## config.mk

```make
export PLATFORM = sky130hd
export DESIGN_NAME = lzx_traffic_ctrl
export DESIGN_NICKNAME = d
export VERILOG_FILES = /design/src/rtl/lzx_traffic_ctrl.sv
export SDC_FILE = /design/constraint.sdc
export NUM_CORES = 1
export LEC_CHECK = 0
export ABC_AREA = 1
export BUFFER_PORTS_ARGS = -buffer_cell sky130_fd_sc_hd__buf_2
export CAP_MARGIN = 0
export CORE_MARGIN = 1.5
export CORE_UTILIZATION = 35
export DETAILED_ROUTE_END_ITERATION = 8
export GPL_ROUTABILITY_DRIVEN = 1
export SYNTH_ARGS = -nofsm -noshare
export SYNTH_HDL_FRONTEND = slang
export SYNTH_SLANG_ARGS = --single-unit
```

## constraint.sdc

```tcl
create_clock -name clk -period 5.6 [get_ports clk]
set_input_delay 1.12 -clock clk [delete_from_list [all_inputs] [get_ports clk]]
set_output_delay 1.12 -clock clk [all_outputs]
set_load 0.01 [all_outputs]
```

## src/rtl/lzx_traffic_ctrl.sv

```systemverilog
// lzx_traffic_ctrl: sequencer for one traffic signal head.
// Cycles RED -> GREEN -> YELLOW -> RED with programmable phase lengths counted in
// en ticks. A pedestrian request may cut GREEN short once MIN_G ticks have passed.
// A lamp fault reported by the downstream checker forces a sticky all-stop LOCK
// that only rst clears.
//
// Ports:
//   clk        system clock, rising edge
//   rst        synchronous reset, active-high
//   en         timing tick enable
//   ped_req    pedestrian request (level or pulse)
//   fault_in   lamp fault flag from lzx_trafficlights
//   R, Y, G    registered lamp drives, exactly one high
//   state      00 RED, 01 GREEN, 10 YELLOW, 11 LOCK
//   remain     ticks left in the current phase minus 1
//   ped_ack    one-cycle pulse in the first RED cycle after a serviced request
//   fault_lock sticky fault indicator
module lzx_traffic_ctrl #(
    parameter int unsigned R_TIME = 16,
    parameter int unsigned G_TIME = 20,
    parameter int unsigned Y_TIME = 4,
    parameter int unsigned MIN_G  = 5,
    parameter int unsigned CNT_W  = 8
) (
    input  logic             clk,
    input  logic             rst,
    input  logic             en,
    input  logic             ped_req,
    input  logic             fault_in,
    output logic             R,
    output logic             Y,
    output logic             G,
    output logic [1:0]       state,
    output logic [CNT_W-1:0] remain,
    output logic             ped_ack,
    output logic             fault_lock
);

    typedef enum logic [1:0] {
        StRed    = 2'b00,
        StGreen  = 2'b01,
        StYellow = 2'b10,
        StLock   = 2'b11
    } state_e;

    localparam logic [CNT_W-1:0] RLoad = CNT_W'(R_TIME - 1);
    localparam logic [CNT_W-1:0] GLoad = CNT_W'(G_TIME - 1);
    localparam logic [CNT_W-1:0] YLoad = CNT_W'(Y_TIME - 1);
    // remain at or below this value means at least MIN_G GREEN ticks have elapsed
    // once the current tick is counted.
    localparam logic [CNT_W-1:0] GExit = CNT_W'(G_TIME - MIN_G);

    state_e           state_q, state_d;
    logic [CNT_W-1:0] remain_q, remain_d;
    logic             pend_q, pend_d;
    logic             ack_q, ack_d;
    logic             r_q, r_d, y_q, y_d, g_q, g_d;
    logic             lock_q, lock_d;
    logic             ped_eff;

    always_comb begin
        state_d  = state_q;
        remain_d = remain_q;
        pend_d   = pend_q;
        ack_d    = 1'b0;
        // A request arriving this cycle counts as pending for this cycle's decision.
        ped_eff  = pend_q | ped_req;

        if (fault_in || state_q == StLock) begin
            state_d  = StLock;
            remain_d = '0;
            pend_d   = 1'b0;
        end else begin
            pend_d = ped_eff;
            if (en) begin
                case (state_q)
                    StRed: begin
                        if (remain_q == '0) begin
                            state_d  = StGreen;
                            remain_d = GLoad;
                        end else begin
                            remain_d = remain_q - CNT_W'(1);
                        end
                    end
                    StGreen: begin
                        if (remain_q == '0 || (ped_eff && remain_q <= GExit)) begin
                            state_d  = StYellow;
                            remain_d = YLoad;
                        end else begin
                            remain_d = remain_q - CNT_W'(1);
                        end
                    end
                    StYellow: begin
                        if (remain_q == '0) begin
                            state_d  = StRed;
                            remain_d = RLoad;
                            ack_d    = ped_eff;
                            // A request on the clearing edge survives into the next cycle.
                            pend_d   = ped_req;
                        end else begin
                            remain_d = remain_q - CNT_W'(1);
                        end
                    end
                    default: ;
                endcase
            end
        end

        // Lamps decoded from the next state so they register alongside it.
        r_d    = (state_d == StRed) || (state_d == StLock);
        g_d    = (state_d == StGreen);
        y_d    = (state_d == StYellow);
        lock_d = (state_d == StLock);
    end

    always_ff @(posedge clk) begin
        if (rst) begin
            state_q  <= StRed;
            remain_q <= RLoad;
            pend_q   <= 1'b0;
            ack_q    <= 1'b0;
            r_q      <= 1'b1;
            y_q      <= 1'b0;
            g_q      <= 1'b0;
            lock_q   <= 1'b0;
        end else begin
            state_q  <= state_d;
            remain_q <= remain_d;
            pend_q   <= pend_d;
            ack_q    <= ack_d;
            r_q      <= r_d;
            y_q      <= y_d;
            g_q      <= g_d;
            lock_q   <= lock_d;
        end
    end

    assign R          = r_q;
    assign Y          = y_q;
    assign G          = g_q;
    assign state      = state_q;
    assign remain     = remain_q;
    assign ped_ack    = ack_q;
    assign fault_lock = lock_q;

endmodule

```

## Yosys cells after proc, flatten, opt, wreduce, memory -nomap -nowiden

Index checks and enable logic that the tools add are counted.

- Register bits after elaboration: 16
- Logic and storage cells: 50
- Bits in latches: 0
- Bits in read-only memories: 0
- Memories kept: 0
- Memory bits (writable): 0

- Muxes and demuxes: 15
- Reductions and logical operators: 14
- Bitwise gates (word level): 4
- $lt $le $gt $ge: 1
- Add/sub/neg operators: 1
- Equal/unequal tests: 6
- Shifts and indexed selects: 0
- Divide/modulo/power cells: 0
- Multiply operators: 0

Operator list:

| operator | number |
|---|---|
| 8-bit 2-to-1 mux | 3 |
| 8-bit one-hot mux with 3 select lines | 1 |
| 2-bit 2-to-1 mux | 5 |
| 2-bit == test, second input constant | 4 |
| 8-bit by 4-bit less-or-equal comparator with 1-bit output, second input constant | 1 |
| 8-bit logical NOT | 1 |
| 4-bit 2-to-1 mux | 2 |
| 8-bit by 1-bit subtractor with 8-bit output, second input constant | 1 |
| 2-bit one-hot mux with 3 select lines | 1 |
| 5-bit OR reduction | 1 |
| 2-bit by 1-bit == test with 1-bit output, second input constant | 2 |
| 2-bit logical NOT | 2 |
| 2-bit AND reduction | 2 |
| 4-bit nonzero test | 1 |
| 1-bit logical OR | 3 |
| 1-bit 2-to-1 mux | 3 |
| 1-bit inverter | 3 |
| 3-bit nonzero test | 1 |
| 2-bit nonzero test | 1 |
| 2-bit OR reduction | 1 |
| 1-bit logical AND | 1 |
| 1-bit bitwise OR | 1 |

## Logic depth before layout (Yosys ltp)

- Depth after elaboration: 9
- Depth in mapped cells: 13
- Gate-level depth less buffers: 13

## Worst setup path before layout

OpenSTA, ideal clock, no wires.

- Path kind: input port to flip-flop
- Start point: input en
- End point: register r_q (netlist: R)
- Arrival time: 2.324 ns
- Path buffers: 0
- Slack: 3.153 ns
- Cell stages on the path: 9
- Cells stage by stage: inv_1 -> nor2_4 -> inv_2 -> nor2_1 -> o21ai_2 -> a21oi_2 -> inv_1 -> ha_1 -> or2_2

- Cells in the longest elaborated chain, start to end: 4
- Elaborated cells between the ends (all ways): 5

Ends and longest elaborated chain:

| item | RTL line | text |
|---|---|---|
| start, declared | 27 | `input logic en,` |
| 2-bit 2-to-1 mux (*) | 75 | `if (en) begin` |
| 2-bit 2-to-1 mux (*) | 69 | `if (fault_in \|\| state_q == StLock) begin` |
| 2-bit == test / 2-bit logical NOT (equally long branches) | 110 | `r_d = (state_d == StRed) \|\| (state_d == StLock);` |
| 1-bit logical OR (*) | 110 |  |
| named net r_d | 57 | `logic r_q, r_d, y_q, y_d, g_q, g_d;` |
| end signal, assigned | 131 | `r_q <= r_d;` |
| end, declared | 57 |  |

Mark *: on every way through the listed nets, which the timed path passes. The rest lies on a longest branch.
A chain may end at the register's enable or synchronous reset.

## Worst setup path after layout

Same ends and word-level chain as after synthesis.

==> summary.txt <==
STA
  • Relative slew slack: 0.806
  • Slew Limit Fails: 0
  • Setup TNS: 0 ns
  • Clk_skew: between 0.005 and 0.006 ns
  • Tmin final: about 2.4 ns
  • RSZ-0062 raised after global routing: no
  • Fin crit share: 0.425
  • Final number of hold-violating endpoints: 0
  • Measured slew at the worst slew-check pin: around 0.29 ns
  • Fmax: approximately 420 MHz
  • Setup-failing EPs final: 0

CTS
  • CTS Sinks: 16
  • CTS tree: done
  • Post-CTS setup repair buffer count: 0
  • Hold buffer count at cts: 0
  • PostCTS Resize Cnt: 0
  • H-tree depth: 1
  • Worst-skew pair later-pin latency: between 0.2 and 0.3 ns
  • Reg clk slew, reported paths: approximately 0.1 ns
  • TritonCTS buffer count: 3
  • CTS root buffer: clkbuf_4
  • CTS Buffer Depth: 2

Critical path
  • Slowest cell on the critical path: ha_1
  • Peak per-stage delay on the critical path: 0.26 ns
  • Setup crit end kind: flip-flop
  • Crit Path Max Fanout: 9
  • WS Path Type: input port to flip-flop
  • Req. time, crit path: approximately 5.8 ns
  • Critical Path Most Common Cell: inv_1
  • Crit start category: input port
  • Arrival time at the worst endpoint: 2.56 ns
  • Cells along the critical path: buf_2 > inv_1 > nor2_4 > inv_2 > nor2_1 > o21ai_2 > a21oi_2 > inv_1 > ha_1 > or2_2

Global route
  • Gr ovfl total: 0
  • Number of global-route vias before repair: 893
  • First-pass GRT wire length: about 3.8 mm
  • Initial antenna violation count: 0
  • Pin count of the biggest net entering global routing: 10
  • Tot GR Track Use: 0.147

Die
  • Die height: 58.4 um
  • Core area: ~2800 um2
  • Initial Utilization: 0.379
  • Row count: 19
  • Ports: 20
  • Die W: approximately 58 um
  • Die area: 3400 um2

Detailed routing
  • Number of nets with antenna violations after routing: 0
  • Drt via density: ~4.9
  • Routed WL: roughly 2.2 mm
  • # DRC: 0
  • Vias: 1013
  • TritonRoute pass-1 iters: 4
  • Initial DRC Count: 29
  • Drt wl/cell: around 11 um

Layout
  • Area Overhead vs Synth: 15.9%
  • Layout Utilization: 0.439
  • Fin cells: 206
  • # diodes: 0
  • Layout cell share with drive strength beyond 1: 0.286
  • NumNets Final: between 150 and 200
  • Final Instance Area: between 1000 and 1500 um2

Logic synthesis
  • Syn Inst Count: roughly 150
  • Yosys reg bits: 16
  • Fraction of the mapped netlist area in adder cells: 0.0933
  • XOR/XNOR share of the synthesized area: 0.0163
  • Syn Nets: approximately 170
  • Simple-gate portion of the synthesized area: 0.390
  • Mapped Area: 1070 um2
  • Number of distinct library cells after synthesis: 23
  • Avg Cell Area, Syn: 7.05 um2
  • Post-synthesis mux area share: 0
  • Warnings from Yosys: 0
  • Largest family of logic cells by synthesized area: simple AND/OR/NAND/NOR gates
  • Register area share after synthesis: 0.299
  • Compound-Gate Fraction of Synth Area: 0.107

Worst hold path
  • Type of the worst min-delay path: flip-flop to flip-flop

Placed design
  • Placed insts: 202
  • DP Wirelength: between 1.5 and 2 mm
  • Gpl congestion: about 0.87
  • Port-buffer cells: 19
  • Area post-placement: ~1200 um2

Run status
  • Run status: finished clean

Power and ir drop
  • Max VDD drop: a little under 0.0001 V
  • Leak pwr: about 0.00066 uW
  • Power density over the cells: between 200 and 250 nW/um2

Run
  • Max cap viols: 0
-- critical path: cells and delay by family --
family	cells	cell delay, ns
AOI/OAI and AO/OA	2	0.24
adders and majority gates	1	0.26
buffers and inverters	4	0.34
and+or+nand+nor	3	0.59
-- power by group --
group	switching (uW)	internal (uW)
registers	6.62	122
clock network	39.2	39.6
logic	51.9	30.4
-- flip-flops by register name, summed over array words and instances, names as in the netlist --
register and count:
G 1, R 1, Y 1, fault_lock 1
ped_ack 1, pend_q 1, remain 8, state 2
-- path summary, 6_finish.rpt --
kind,from,to,slack [ns],cells after the start
min,remain[2],remain[2],0.56,2
min reg2reg,remain[2],remain[2],0.56,2
max reg2reg,remain[0],R,3.55,12
max,en,R,3.22,10
-- cells in the mapped netlist --
cell / count / area share
nand2_1: 29 / 0.10
inv_1: 24 / 0.084
nor2_1: 23 / 0.081
dfxtp_1: 16 / 0.30
nand3_1: 9 / 0.042
ha_1: 8 / 0.093
nand2_2: 5 / 0.029
a21oi_2: 4 / 0.033
nand2_4: 4 / 0.042
o21ai_2: 4 / 0.033
a21oi_1: 3 / 0.014
inv_2: 3 / 0.011
nand4_1: 3 / 0.018
o21ai_0: 3 / 0.014
o21ai_1: 3 / 0.014
nor2_2: 2 / 0.012
nor2_4: 2 / 0.021
xor2_1: 2 / 0.016
and2_1: 1 / 0.0058
nand3_2: 1 / 0.0093
nor2_8: 1 / 0.019
nor3_1: 1 / 0.0047
or2_2: 1 / 0.0058
-- layer usage --
metal | up-vias | track usage | part of all wire
li1 | 512 | - | -
met1 | 473 | 0.193 | 0.47
met2 | 24 | 0.238 | 0.48
met3 | 4 | 0.0220 | 0.042
met4 | 0 | 0.0698 | 0.011
met5 | - | 0 | 0
-- cell type report --
type                    instances  area [um2]
repair buffers                 19        95.1
well taps                      31        38.8
clock buffers                   4        36.3
flip-flops and latches         16         320
fillers                       295        1590
inverters                      27         101
multi-input cells             109         651
-- cells by family after synthesis --
logic type / Yosys count
simple gates: 82
fa+ha+maj: 8
compound gates: 17
buf+inv: 27
flops: 16
xor+xnor: 2
-- per-stage QoR --
stage                     total power [uW]  hold WS (ns)  worst slack [ns]
after floorplan                        192         0.544              3.15
after detailed placement               213         0.547              2.91
after global placement                 212         0.533              2.96
final                                  289         0.559              3.22
after CTS                              294         0.565              3.23
after global routing                   310         0.606              3.13
-- cell usage in the layout, fill, tap and decap left out, drive strengths merged --
cell type  synthesis  routed
a21oi              7       7
and2               1       1
buf                0      19
clkbuf             0       4
dfxtp             16      16
ha                 8       8
inv               27      27
nand2             38      38
nand3             10      10
nand4              3       3
nor2              28      28
nor3               1       1
o21ai             10      10
or2                1       1
xor2               2       2
Note: power is estimated with default switching activity, not from simulation.
